File: config.mk
export PLATFORM = sky130hd
export DESIGN_NAME = multdiv_unit
export DESIGN_NICKNAME = d
export VERILOG_FILES = /design/src/rtl/multdiv_pkg.sv /design/src/rtl/multdiv_abs.sv /design/src/rtl/multdiv_unit.sv
export SDC_FILE = /design/constraint.sdc
export NUM_CORES = 1
export LEC_CHECK = 0
export CAP_MARGIN = 25
export CORE_AREA = 2 2 168 170
export CTS_CLUSTER_DIAMETER = 60
export DETAILED_ROUTE_END_ITERATION = 8
export DIE_AREA = 0 0 170 172
export PLACE_DENSITY = 0.81
export SLEW_MARGIN = 30
export SYNTH_ARGS = -nofsm -noshare
export SYNTH_HDL_FRONTEND = slang
export SYNTH_SLANG_ARGS = --single-unit
File: constraint.sdc
create_clock -name clock -period 10.2 [get_ports clock]
set_input_delay 2.04 -clock clock [delete_from_list [all_inputs] [get_ports clock]]
set_output_delay 2.04 -clock clock [all_outputs]
set_load 0.005 [all_outputs]
File: src/rtl/multdiv_pkg.sv
// Shared constants and state encoding for the iterative multiply/divide engine.
// Build option: MULTDIV_FAST_DIV0_EN short-cuts divide-by-zero straight to DONE.
package multdiv_pkg;
  localparam int MD_WIDTH   = 32;
  localparam int MD_CNT_W   = $clog2(MD_WIDTH);
  localparam int MD_LATENCY = MD_WIDTH + 1;

  typedef enum logic [1:0] {
    IDLE = 2'd0,
    MULT = 2'd1,
    DIV  = 2'd2,
    DONE = 2'd3
  } md_state_e;
endpackage

File: src/rtl/multdiv_abs.sv
// Two's-complement conditional negate; with neg_en tied to the sign bit it
// yields the absolute value (0x80..0 maps to its unsigned magnitude).
module multdiv_abs #(
  parameter int W = 32
) (
  input  logic [W-1:0] in_val,
  input  logic         neg_en,
  output logic [W-1:0] out_val
);
  assign out_val = neg_en ? (~in_val + W'(1)) : in_val;
endmodule

File: src/rtl/multdiv_unit.sv
// Iterative signed multiply (shift-add) / divide (restoring), one bit per cycle.
// Build option: MULTDIV_FAST_DIV0_EN sends a DIV start with divisor 0 directly to DONE.
module multdiv_unit
  import multdiv_pkg::*;
#(
  parameter int WIDTH = MD_WIDTH
) (
  input  logic             clock,
  input  logic             reset,
  input  logic [WIDTH-1:0] data_operandA,
  input  logic [WIDTH-1:0] data_operandB,
  input  logic             ctrl_MULT,
  input  logic             ctrl_DIV,
  output logic [WIDTH-1:0] data_result,
  output logic             data_exception,
  output logic             data_resultRDY,
  output logic             busy
);
  localparam int CNT_W = $clog2(WIDTH);

  md_state_e          state_q, state_d;
  logic [CNT_W-1:0]   cnt_q, cnt_d;
  logic [WIDTH-1:0]   a_mag_q, a_mag_d, b_mag_q, b_mag_d;
  logic               sign_a_q, sign_a_d, sign_b_q, sign_b_d;
  logic               is_div_q, is_div_d;
  logic [2*WIDTH-1:0] prod_q, prod_d;
  logic [WIDTH-1:0]   rem_q, rem_d, quo_q, quo_d;
  logic [WIDTH-1:0]   result_q, result_d;
  logic               exc_q, exc_d, rdy_q, rdy_d, busy_q, busy_d;

  logic               start_mult, start_div;
  logic [WIDTH-1:0]   a_abs, b_abs, quo_fix;
  logic [2*WIDTH-1:0] prod_fix;
  logic [WIDTH:0]     mult_sum, div_shift;
  logic [WIDTH+1:0]   div_diff;
  logic [WIDTH:0]     prod_top;
  logic               res_neg, unused_bits;

  assign start_mult = ctrl_MULT & ~ctrl_DIV;
  assign start_div  = ctrl_DIV & ~ctrl_MULT;
  assign res_neg    = sign_a_q ^ sign_b_q;

  multdiv_abs #(.W(WIDTH)) u_abs_a (
    .in_val(data_operandA), .neg_en(data_operandA[WIDTH-1]), .out_val(a_abs));
  multdiv_abs #(.W(WIDTH)) u_abs_b (
    .in_val(data_operandB), .neg_en(data_operandB[WIDTH-1]), .out_val(b_abs));
  multdiv_abs #(.W(2*WIDTH)) u_fix_prod (
    .in_val(prod_q), .neg_en(res_neg), .out_val(prod_fix));
  multdiv_abs #(.W(WIDTH)) u_fix_quo (
    .in_val(quo_q), .neg_en(res_neg), .out_val(quo_fix));

  // One multiply step: conditionally add the multiplicand into the upper half, then shift right.
  assign mult_sum  = {1'b0, prod_q[2*WIDTH-1:WIDTH]} + (prod_q[0] ? {1'b0, a_mag_q} : '0);
  // One restoring-divide step: bring in the next dividend bit and trial-subtract the divisor.
  assign div_shift = {rem_q, quo_q[WIDTH-1]};
  assign div_diff  = {1'b0, div_shift} - {2'b00, b_mag_q};
  assign prod_top  = prod_fix[2*WIDTH-1:WIDTH-1];
  assign unused_bits = ^{div_diff[WIDTH], div_shift[WIDTH]};

  always_comb begin
    state_d  = state_q;
    cnt_d    = cnt_q;
    a_mag_d  = a_mag_q;
    b_mag_d  = b_mag_q;
    sign_a_d = sign_a_q;
    sign_b_d = sign_b_q;
    is_div_d = is_div_q;
    prod_d   = prod_q;
    rem_d    = rem_q;
    quo_d    = quo_q;
    result_d = result_q;
    exc_d    = exc_q;
    rdy_d    = 1'b0;
    busy_d   = busy_q;

    if (start_mult || start_div) begin
      a_mag_d  = a_abs;
      b_mag_d  = b_abs;
      sign_a_d = data_operandA[WIDTH-1];
      sign_b_d = data_operandB[WIDTH-1];
      is_div_d = start_div;
      cnt_d    = '0;
      prod_d   = {{WIDTH{1'b0}}, b_abs};
      rem_d    = '0;
      quo_d    = a_abs;
      busy_d   = 1'b1;
      state_d  = start_div ? DIV : MULT;
`ifdef MULTDIV_FAST_DIV0_EN
      if (start_div && (data_operandB == '0)) state_d = DONE;
`endif
    end else begin
      case (state_q)
        MULT: begin
          prod_d = {mult_sum, prod_q[WIDTH-1:1]};
          cnt_d  = cnt_q + CNT_W'(1);
          if (cnt_q == CNT_W'(WIDTH-1)) state_d = DONE;
        end
        DIV: begin
          if (!div_diff[WIDTH+1]) begin
            rem_d = div_diff[WIDTH-1:0];
            quo_d = {quo_q[WIDTH-2:0], 1'b1};
          end else begin
            rem_d = div_shift[WIDTH-1:0];
            quo_d = {quo_q[WIDTH-2:0], 1'b0};
          end
          cnt_d = cnt_q + CNT_W'(1);
          if (cnt_q == CNT_W'(WIDTH-1)) state_d = DONE;
        end
        DONE: begin
          rdy_d   = 1'b1;
          busy_d  = 1'b0;
          state_d = IDLE;
          if (!is_div_q) begin
            result_d = prod_fix[WIDTH-1:0];
            exc_d    = !((&prod_top) || !(|prod_top));
          end else if (b_mag_q == '0) begin
            result_d = '0;
            exc_d    = 1'b1;
          end else begin
            result_d = quo_fix;
            // Only MIN / -1 yields a positive quotient with the top bit set.
            exc_d    = !res_neg && quo_q[WIDTH-1];
          end
        end
        default: state_d = IDLE;
      endcase
    end
  end

  always_ff @(posedge clock) begin
    if (!reset) begin
      state_q  <= IDLE;
      cnt_q    <= '0;
      a_mag_q  <= '0;
      b_mag_q  <= '0;
      sign_a_q <= 1'b0;
      sign_b_q <= 1'b0;
      is_div_q <= 1'b0;
      prod_q   <= '0;
      rem_q    <= '0;
      quo_q    <= '0;
      result_q <= '0;
      exc_q    <= 1'b0;
      rdy_q    <= 1'b0;
      busy_q   <= 1'b0;
    end else begin
      state_q  <= state_d;
      cnt_q    <= cnt_d;
      a_mag_q  <= a_mag_d;
      b_mag_q  <= b_mag_d;
      sign_a_q <= sign_a_d;
      sign_b_q <= sign_b_d;
      is_div_q <= is_div_d;
      prod_q   <= prod_d;
      rem_q    <= rem_d;
      quo_q    <= quo_d;
      result_q <= result_d;
      exc_q    <= exc_d;
      rdy_q    <= rdy_d;
      busy_q   <= busy_d;
    end
  end

  assign data_result    = result_q;
  assign data_exception = exc_q;
  assign data_resultRDY = rdy_q;
  assign busy           = busy_q;
endmodule

=== After elaboration in Yosys (flattened, before gate mapping) ===
Index checks and enable logic that the tools add are counted.

* Multiply operators: 0
* Div/mod/pow operators: 0
* Muxes and demuxes: 22
* Add/sub/neg operators: 7
* Shift operators: 0
* Reduce and logical (&&, ||, !) cells: 15
* Order comparisons: 0
* Eq/ne operators: 5
* Bitwise logic cells: 11

{| class="wikitable"
|+ Operators by type and width
! cell !! number
|-
| 32-bit two-way mux || 11
|-
| 32-bit by 1-bit adder with 32-bit output (second input constant) || 3
|-
| 32-bit inverter || 3
|-
| 64-bit by 1-bit adder with 64-bit output (second input constant) || 1
|-
| 64-bit two-way mux || 1
|-
| 64-bit inverter || 1
|-
| 33-bit by 32-bit subtractor with 34-bit output || 1
|-
| 32-bit by 32-bit adder with 33-bit output || 1
|-
| 33-bit AND reduction || 1
|-
| 33-bit OR reduction || 1
|-
| 32-bit logical NOT || 1
|-
| 2-bit two-way mux || 4
|-
| 1-bit two-way mux || 6
|-
| 2-bit nonzero test || 3
|-
| 5-bit by 1-bit adder with 5-bit output (second input constant) || 1
|-
| 5-bit equality test (second input constant) || 1
|-
| 2-bit equality test (second input constant) || 2
|-
| 1-bit inverter || 4
|-
| 2-bit OR reduction || 2
|-
| 1-bit logical NOT || 3
|-
| 3-bit by 1-bit != test with 1-bit output (second input constant) || 1
|-
| 1-bit bitwise AND || 2
|-
| 2-bit by 1-bit equality test with 1-bit output (second input constant) || 1
|-
| 1-bit logical OR || 2
|-
| other kinds (3) || 3
|}

* Logic and storage cells: 75
* Memory bits (read-only): 0
* Memories: 0
* Bits in registers: 237
* Latch bits: 0
* Input port bits: 68
* Memory bits (writable): 0

=== Longest topological paths before layout ===
Gate-level depths: netlist of the first run.

* Depth in word-level cells: 8
* Gate-level depth with buffers: 14
* Depth with buffers taken out: 13

=== By module ===
From an unflattened synthesis of the first run, not the netlist that was laid out.

* Cells, all modules: 2068
* Area total of the unflattened synthesis: 17570.6 µm²

{| class="wikitable"
|+ Modules (own cells, without submodules)
! module !! cells an instance !! area an instance (µm²) !! instances
|-
| multdiv_unit || 1565 || 13590.5 || 1
|-
| multdiv_abs (u_abs_a ...) || 99 || 777.0 || 3
|-
| multdiv_abs (u_fix_prod) || 206 || 1649.1 || 1
|}

=== Worst setup path after synthesis of the first run ===
OpenSTA, ideal clock, no wires.

* Path type: input to register
* From: in data_operandB[10]
* To: reg b_mag_q[30]
* Path buffers: 0
* Path slack: 5.744 ns
* Arrival: 4.381 ns
* Library setup time: 0.076 ns
* Cell stages on the path: 9
* Data required time: 10.124 ns
* Cell sequence: or4_1 > or3_1 > nand2b_1 > or4_1 > o41ai_1 > nand2_1 > xor2_1 > nand2_1 > a21boi_0

* Cells in the longest elaborated chain, start to end: 3

{| class="wikitable"
|+ RTL lines
! element !! RTL line !! RTL
|-
| start, declared || multdiv_unit.sv:11 || <nowiki>input logic [WIDTH-1:0] data_operandB,</nowiki>
|-
| 32-bit inverter || multdiv_abs.sv:10 || <nowiki>assign out_val = neg_en ? (~in_val + W'(1)) : in_val;</nowiki>
|-
| 32-bit by 1-bit adder with 32-bit output || multdiv_abs.sv:10 ||
|-
| 32-bit two-way mux || multdiv_abs.sv:10 ||
|-
| end signal, assigned || multdiv_unit.sv:150 || <nowiki>b_mag_q <= b_mag_d;</nowiki>
|-
| end, declared || multdiv_unit.sv:23 || <nowiki>logic [WIDTH-1:0] a_mag_q, a_mag_d, b_mag_q, b_mag_d;</nowiki>
|}

Every way passes these cells.
A chain may end at the register's enable or synchronous reset.

=== Final worst setup path of the first run ===
* From: in data_operandB[2]
* To: reg b_mag_q[30]

The elaborated chain is that of the path after synthesis.

==> out/metrics.cfg, run 1 <==
[flow_run]
drv_cap=0

[worst_setup_path]
critPathSlowestCell=o41ai_1
cp_data_required_time_ps=10690
rr_worst_depth=13
critPathKind=in -> reg
start_kind=primary input
crit_top_cell=nand2_1
path_cells=clkdlybuf4s50_1 -> nor3_1 -> nand4b_1 -> or3_1 -> nand2b_1 -> or4_1 -> o41ai_1 -> nand2_1 -> xor2_1 -> nand2_1 -> a21boi_0
cp_max_fo=4
cpPeakStageDelay_ps=530
crit_path_end_kind=flip-flop
cp.arrival_ps=5390

[synth]
async_reset_ff_share_pct=0
avgSynthCellArea_sq_um=7.84
synth-edff-count=0
ys_seq_area_share_pct=29.4
ys_ff_latch=237
synth_flop_cell=dfxtp_1
syn_area_sq_um=16100
synthDistinctLibCells=75
syn_inst=2060
yosysWarnings=0
synth_nets=2204

[grt]
use_met2_pct=51.8
grt_use_total_pct=31.7
grt_pass1_wl_mm=75.1
antenna_found_initial=0
grt_max_degree=113
met1_usage_pct=41.6
grt_pass1_vias=14700
overflow=0
grt_util_met3_pct=5.91
top_usage_layer=met2

[power]
power_mw=2.76
p_leak_nw=7.26
powerDensity_nw_per_um2=151
swShare_pct=32.5
p_sw_mw=0.898
power_frac_clock_pct=37.5
internal_power_mw=1.87
pwr-share-seq_pct=38.6
pwr-share-comb_pct=23.9
ir_drop_v=0.000150

[route]
dr_total_vias=15800
drc_errors=0
drt_wl_total_mm=47.8
wire_per_inst_um=19.5
routed_via_density=6.46
drtIter0Drc=1201
drt-pass1-iter-count=5
ant_nets=0

[sta]
max_slew_margin_pct=35.7
setup_viol=0
fin_worst_skew_ps=19.0
hold_viol_final=0
min_period_over_period_pct=48.0
rsz0062_at_grt=no
worst_hold_slack_ps=454
worst_pin_slew_ps=965
fmax_mhz=204
fin_setup_tns_ps=0
min_period_ps=4890
drv_slew=0

[cts]
clock_tree.buffer_depth=3
cts_setup_buffers=0
clk_latency_ps=570
numCtsBuffers=29
htreeDepth=1
cts_resized=0
holdBufCountCts=0
cts_sinks=237
clk_pin_slew_worst_paths_ps=60
cts_root_buf=clkbuf_16
cts_tree=built

[final_layout]
area_growth_pct=13.2
fin_nets=2226
final_common_cell=dfxtp_1
n_antenna_cell=0
nFillCells=2363
drive_above_1_share_pct=4.76
final_cell_mix=237 x dfxtp_1, 227 x a21oi_1, 163 x o21ai_0

[die]
die_w_um=170
initial_core_util_pct=58.7
io_pins=103
die-area_sq_um=29200
core_area_sq_um=27500
die_height_um=172
rows=61

[placement]
io_buffers=102
dp_hpwl_mm=35.0
routabilityCongestion=0.973

[min_path]
worst_hold_path_type=reg -> reg
hold_path_depth=2

[status]
run_status=completed

[synthesized netlist by cell type (all sizes together) (41+ instances only)]
cell | count | share of area, %
dfxtp | 237 | 29
a21oi | 227 | 7.0
o21ai | 164 | 5.1
nand2 | 161 | 3.7
nor2 | 156 | 3.6
xnor2 | 128 | 6.9
clkbuf | 117 | 2.7
inv | 102 | 2.4
mux2i | 79 | 4.9
ha | 74 | 5.7
xor2 | 59 | 3.2
a31oi | 41 | 1.6
[metal layers]
| metal | up-vias | part of all wire [%] | routed length [um] |
|---|---|---|---|
| met5 | - | 0 | 0 |
| met4 | 0 | 4.0 | 1890 |
| met3 | 121 | 7.5 | 3600 |
| met2 | 595 | 45 | 21700 |
| met1 | 7560 | 43 | 20600 |
| li1 | 7554 | - | - |
[worst max-delay path, delay by kind of cell]
kind                   cells  cell delay (ps)
buffers and inverters      1              480
AO/OA/AOI/OAI              2              690
AND/OR/NAND/NOR            7             2020
XOR/XNOR                   1              160
[state kept, by name, indices dropped and copies added (netlist names), 2 cells and up]
register and flops:
a_mag_q 32, rem_q 32, b_mag_q 32, prod_q 64, data_result 32, state_q 2
quo_q 32, cnt_q 5
[cell families after synthesis]
kind of cell             share of synthesized area [%]
XOR/XNOR                                          10.1
flip-flops                                        29.4
AO/OA/AOI/OAI                                     26.2
AND/OR/NAND/NOR                                   17.6
multiplexers                                      5.32
adder cells (fa/ha/maj)                           5.98
buffers and inverters                             5.33
[cell type report]
| cell class | count | area [sq um] | share of cell area [%] |
|---|---|---|---|
| clock inverter | 12 | 138 | 0.753 |
| clock buffer | 40 | 827 | 4.53 |
| timing repair buffer | 117 | 1130 | 6.21 |
| sequential | 237 | 4740 | 26.0 |
| inverter | 103 | 387 | 2.12 |
| multi-input combinational | 1594 | 10600 | 58.1 |
| tap | 346 | 433 | 2.37 |
[power by group through the flow]
stage                     sequential (mW)  clock, mW  combinational [mW]
after detailed placement             1.08          0               0.643
after global placement               1.08          0               0.631
after CTS                            1.06       1.05               0.649
after global routing                 1.07       1.08               0.722
final                                1.07       1.04               0.660
after floorplan                      1.05          0               0.480
[stage by stage]
| step | setup slack (ps) | util [%] | instances | area (sq um) |
|---|---|---|---|---|
| after floorplan | 5740 | - | 2060 | 16100 |
| after global placement | 4950 | 62.9 | 2396 | 17300 |
| after detailed placement | 4810 | 63.0 | 2397 | 17300 |
| after CTS | 5390 | 66.5 | 2449 | 18300 |
| after global routing | 5140 | 66.5 | 2449 | 18300 |
| final | 5310 | 66.5 | 2449 | 18300 |
[path summary, 6_finish.rpt]
check | end | from | slack [ps]
worst min register to register | a_mag_q[6] | a_mag_q[6] | 450
worst min-delay path | a_mag_q[6] | a_mag_q[6] | 450
worst max register to register | data_exception | prod_q[0] | 6310
worst max-delay path | b_mag_q[30] | data_operandB[2] | 5310
Note: power is estimated with default switching activity, not from simulation.
==> inputs of run 2 (changes only) <==
==> constraint.sdc (replaced) <==
create_clock -name clock -period 5.1 [get_ports clock]
set_input_delay 1.02 -clock clock [delete_from_list [all_inputs] [get_ports clock]]
set_output_delay 1.02 -clock clock [all_outputs]
set_load 0.005 [all_outputs]
==> run 2 against run 1 <==
  * Die area unchanged
  * Design area decreased by 0.34%
  * Clock skew increased by 4.3 ps
  * Register-to-register slack got worse by 5200 ps
==> out/metrics.cfg, run 2 (synthesis results as in run 1) <==
[power]
powerDensity_nw_per_um2=298
p_leak_nw=7.22
ir_drop_v=0.000294

[sta]
fin_worst_skew_ps=23.2
setup_viol=0
worst_pin_slew_ps=985
drv_slew=0
fin_setup_tns_ps=0
hold_viol_final=0
min_period_ps=3960
fmax_mhz=253
rsz0062_at_grt=no
min_period_over_period_pct=77.6
max_slew_margin_pct=34.4

[worst_setup_path]
crit_path_end_kind=flip-flop
critPathKind=reg -> reg
critPathSlowestCell=or2_2
r2r-end=rem_q[30]
path_cells=inv_1 -> ha_1 -> nor2b_1 -> o31a_1 -> o41ai_1 -> o211ai_1 -> and2_1 -> a311oi_1 -> or2_2 -> nor4b_1 -> mux2i_1 -> a31oi_1
cp.arrival_ps=4380
rr_worst_depth=12
rr_startpoint=b_mag_q[1]
cpPeakStageDelay_ps=680
cp_data_required_time_ps=5520
cp_max_fo=36
start_kind=flip-flop
reg2reg_slack_ps=1140

[grt]
overflow=0
grt_pass1_vias=14200
grt_max_degree=136
grt_use_total_pct=30.8
antenna_found_initial=2
grt_pass1_wl_mm=72.5

[cts]
clk_latency_ps=560
cts_root_buf=clkbuf_16
cts_tree=built
cts_setup_buffers=0
numCtsBuffers=28
clk_pin_slew_worst_paths_ps=60
holdBufCountCts=0
cts_sinks=237
htreeDepth=1
clock_tree.buffer_depth=3
cts_resized=0

[final_layout]
area_growth_pct=12.8
top_register=prod_q
final_cell_mix=237 x dfxtp_1, 227 x a21oi_1, 163 x o21ai_0
fin_cells=2449
fin_nets=2224
largest_register_ffs=64
nFillCells=2351
final_common_cell=dfxtp_1
drive_above_1_share_pct=4.52

[route]
drtIter0Drc=1415
dr_total_vias=15700
drt-pass1-iter-count=6
drt_wl_total_mm=47.2
wire_per_inst_um=19.3
routed_via_density=6.43
drc_errors=0
ant_nets=0

[die]
die-area_sq_um=29200
initial_core_util_pct=58.7
die_height_um=172
rows=61
io_pins=103
die_w_um=170
core_area_sq_um=27500

[min_path]
hold_path_depth=2
min_from=a_mag_q[3]
hold_end=a_mag_q[3]
worst_hold_path_type=reg -> reg

[flow_run]
drv_cap=0

[placement]
routabilityCongestion=0.962
io_buffers=102
dp_cells=2396
dp_hpwl_mm=34.5

[status]
run_status=completed

## run 2: cell count changes in the layout (fill, tap and decap cells not counted), sizes merged
cell,delta
bufinv,-1
diode,+1
inv,-1
buf,-1
clkinvlp,+2
## run 2: how the worst max path moves through the flow
| stage | slack (ps) | startpoint | end | depth (start not counted) |
|---|---|---|---|---|
| 2_1_floorplan | 1660 | data_operandB[10] | b_mag_q[30] | 9 |
| 3_3_place_gp | 890 | data_operandB[2] | prod_q[30] | 11 |
| 3_5_place_dp | 750 | data_operandB[2] | b_mag_q[30] | 11 |
| 4_1_cts | 1220 | b_mag_q[1] | rem_q[30] | 12 |
| 5_1_grt | 890 | data_operandB[2] | prod_q[30] | 11 |
| 6_report | 1140 | b_mag_q[1] | rem_q[30] | 12 |
## run 2: worst max-delay path, delay by kind of cell (launching register included)
| kind | cells | cell delay, ps |
|---|---|---|
| DFF | 1 | 390 |
| buffers and inverters | 1 | 90 |
| adders and majority gates | 1 | 290 |
| muxes | 1 | 190 |
| and+or+nand+nor | 4 | 1210 |
| AOI/OAI and AO/OA | 5 | 1640 |
## run 2: final cells by class
class                      count  area, sq um  area share, %
sequential                   237         4740           26.1
antenna                        1         2.50         0.0137
tap                          346          433           2.38
timing repair buffer         116         1120           6.17
multi-input combinational   1594        10600           58.2
inverter                     103          387           2.12
clock buffer                  40          796           4.37
clock inverter                12          124          0.680
## run 2: per-stage QoR
stage,utilization (%),total power [mW],hold WS (ps),area (sq um),setup slack [ps]
detailed placement,62.9,3.45,449,17300,750
global placement,62.9,3.41,445,17300,887
CTS,66.3,5.42,458,18200,1220
floorplan,-,3.06,436,16100,1660
global route,66.3,5.66,470,18200,890
finish,66.3,5.43,457,18200,1140
## run 2: routing by layer
layer | wire, um | GRT usage (%)
met5 | 0 | 0
met4 | 2010 | 13.2
met3 | 3730 | 5.40
met2 | 21500 | 50.0
met1 | 20000 | 40.4
## run 2: report_power, final
part / internal (mW) / switching [mW]
clock network: 1.15 / 0.836
logic: 0.518 / 0.797
registers: 1.98 / 0.156
==> inputs of run 3 (changes only) <==
==> constraint.sdc (replaced) <==
create_clock -name clock -period 3.9 [get_ports clock]
set_input_delay 0.78 -clock clock [delete_from_list [all_inputs] [get_ports clock]]
set_output_delay 0.78 -clock clock [all_outputs]
set_load 0.005 [all_outputs]
==> run 3 against run 2 <==
  * Via count is 1.1% higher
  * Flip-flop and latch count stayed put
  * Total power is 34% higher
  * Fmax is 6.6% higher
  * Clock skew is 10 ps higher
  * Highest routed layer unchanged
  * Global-route usage is 1.2 points higher
  * Clock power is 38% higher
  * Largest cell class unchanged
  * Non-clock buffer count is 28 higher
  * First-iteration DRC count is 30% higher
  * Largest power group unchanged
  * Register-to-register slack worse by 960 ps
  * Combinational power is 35% higher
  * Routed wire length is 3.4% higher
==> out/metrics.cfg, run 3 (synthesis results as in run 1) <==
[sta]
hold_viol_final=0
fin_worst_skew_ps=33.4
setup_viol=0
max_slew_margin_pct=35.8
min_period_ps=3720
fmax_mhz=269
min_period_over_period_pct=95.3
drv_slew=0
worst_hold_slack_ps=456
rsz0062_at_grt=no
worst_pin_slew_ps=964

[grt]
grt_max_degree=108
grt_use_total_pct=32.0
antenna_found_initial=1
grt_pass1_vias=14500
grt_pass1_wl_mm=75.7
overflow=0

[min_path]
min_from=a_mag_q[2]
hold_path_depth=2
worst_hold_path_type=reg -> reg
hold_end=a_mag_q[2]

[placement]
routabilityCongestion=0.953
io_buffers=102
dp_hpwl_mm=35.6

[route]
drtIter0Drc=1836
wl_met1_mm=21.0
wl_met3_mm=3.45
top_layer_used=met4
dr_total_vias=15900
dr_wl_met2_mm=22.6
drt_wl_total_mm=48.8
drc_errors=0
routed_via_density=6.43
wire_per_inst_um=19.7
drt-pass1-iter-count=6
ant_nets=0

[worst_setup_path]
cp_data_required_time_ps=4340
cp_max_fo=7
critPathKind=reg -> reg
cp.arrival_ps=4150
crit_start=prod_q[2]
crit_path_end_kind=flip-flop
rr_startpoint=prod_q[2]
reg2reg_slack_ps=180
r2r-end=data_exception
start_kind=flip-flop
rr_worst_depth=10

[power]
power_frac_clock_pct=37.4
p_sw_mw=2.37
pwr-share-comb_pct=24.3
powerDensity_nw_per_um2=394
swShare_pct=32.5
internal_power_mw=4.92
pwr-share-seq_pct=38.3
ir_drop_v=0.000358
power_mw=7.29
p_leak_nw=7.40

[cts]
htreeDepth=1
cts_resized=0
clk_latency_ps=580
clock_tree.buffer_depth=3
numCtsBuffers=28
cts_setup_buffers=0
cts_sinks=237
clk_pin_slew_worst_paths_ps=60
cts_tree=built
holdBufCountCts=0
cts_root_buf=clkbuf_16

[die]
die-area_sq_um=29200
rows=61
core_area_sq_um=27500
initial_core_util_pct=58.7
die_height_um=172
io_pins=103
die_w_um=170

[final_layout]
final_cell_mix=237 x dfxtp_1, 226 x a21oi_1, 162 x o21ai_0
top_register=prod_q
largest_register_ffs=64
drive_above_1_share_pct=5.78
nFillCells=2306
area_growth_pct=14.8
final_core_util_pct=67.4
final_common_cell=dfxtp_1
fin_nets=2252

[status]
run_status=completed

[flow_run]
drv_cap=0

-- run 3: metal layers --
layer | up-vias | global-route usage (%)
li1 | 7597 | -
met1 | 7563 | 42.9
met2 | 631 | 52.8
met3 | 121 | 4.07
met4 | 0 | 12.1
met5 | - | 0
-- run 3: worst max-delay path, stage by stage, from the launching register on --
cell and delay, ps:
dfxtp_1 370, or4_1 680, nor4_1 620, nand4_1 310, o31ai_1 370, xor2_1 210
nand4_1 100, or4_1 430, nor4_1 260, a31oi_1 120, o31a_1 110
-- run 3: cell type report --
cell class | count | area [sq um] | area share (%)
Clock buffer | 37 | 785 | 4.24
Antenna cell | 2 | 5.00 | 0.0270
Tap cell | 346 | 433 | 2.34
Timing Repair Buffer | 144 | 1380 | 7.47
Sequential cell | 237 | 4740 | 25.6
Multi-Input combinational cell | 1594 | 10600 | 57.2
Clock inverter | 12 | 183 | 0.986
Inverter | 103 | 387 | 2.09
-- run 3: worst max path at each step --
stage                endpoint  cells after the start
6_report       data_exception                     10
5_1_grt            prod_q[61]                     13
4_1_cts            prod_q[50]                     13
3_5_place_dp      b_mag_q[26]                      9
3_3_place_gp      b_mag_q[30]                     10
2_1_floorplan  data_exception                     13
-- run 3: power groups by stage --
| stage | clock network (mW) | registers (mW) | logic, mW |
|---|---|---|---|
| after CTS | 2.74 | 2.78 | 1.74 |
| after global routing | 2.84 | 2.80 | 1.93 |
| after detailed placement | 0 | 2.83 | 1.72 |
| after global placement | 0 | 2.82 | 1.68 |
| final | 2.73 | 2.79 | 1.77 |
| after floorplan | 0 | 2.74 | 1.26 |
-- run 3: stage by stage --
stage	setup TNS [ps]	cell area [sq um]	cells	setup WS, ps
2_1_floorplan	0	16100	2060	507
3_3_place_gp	0	17500	2423	53.8
3_5_place_dp	-97.3	17500	2423	-37.2
4_1_cts	0	18500	2472	190
5_1_grt	0	18500	2474	32.4
6_report	0	18500	2475	184
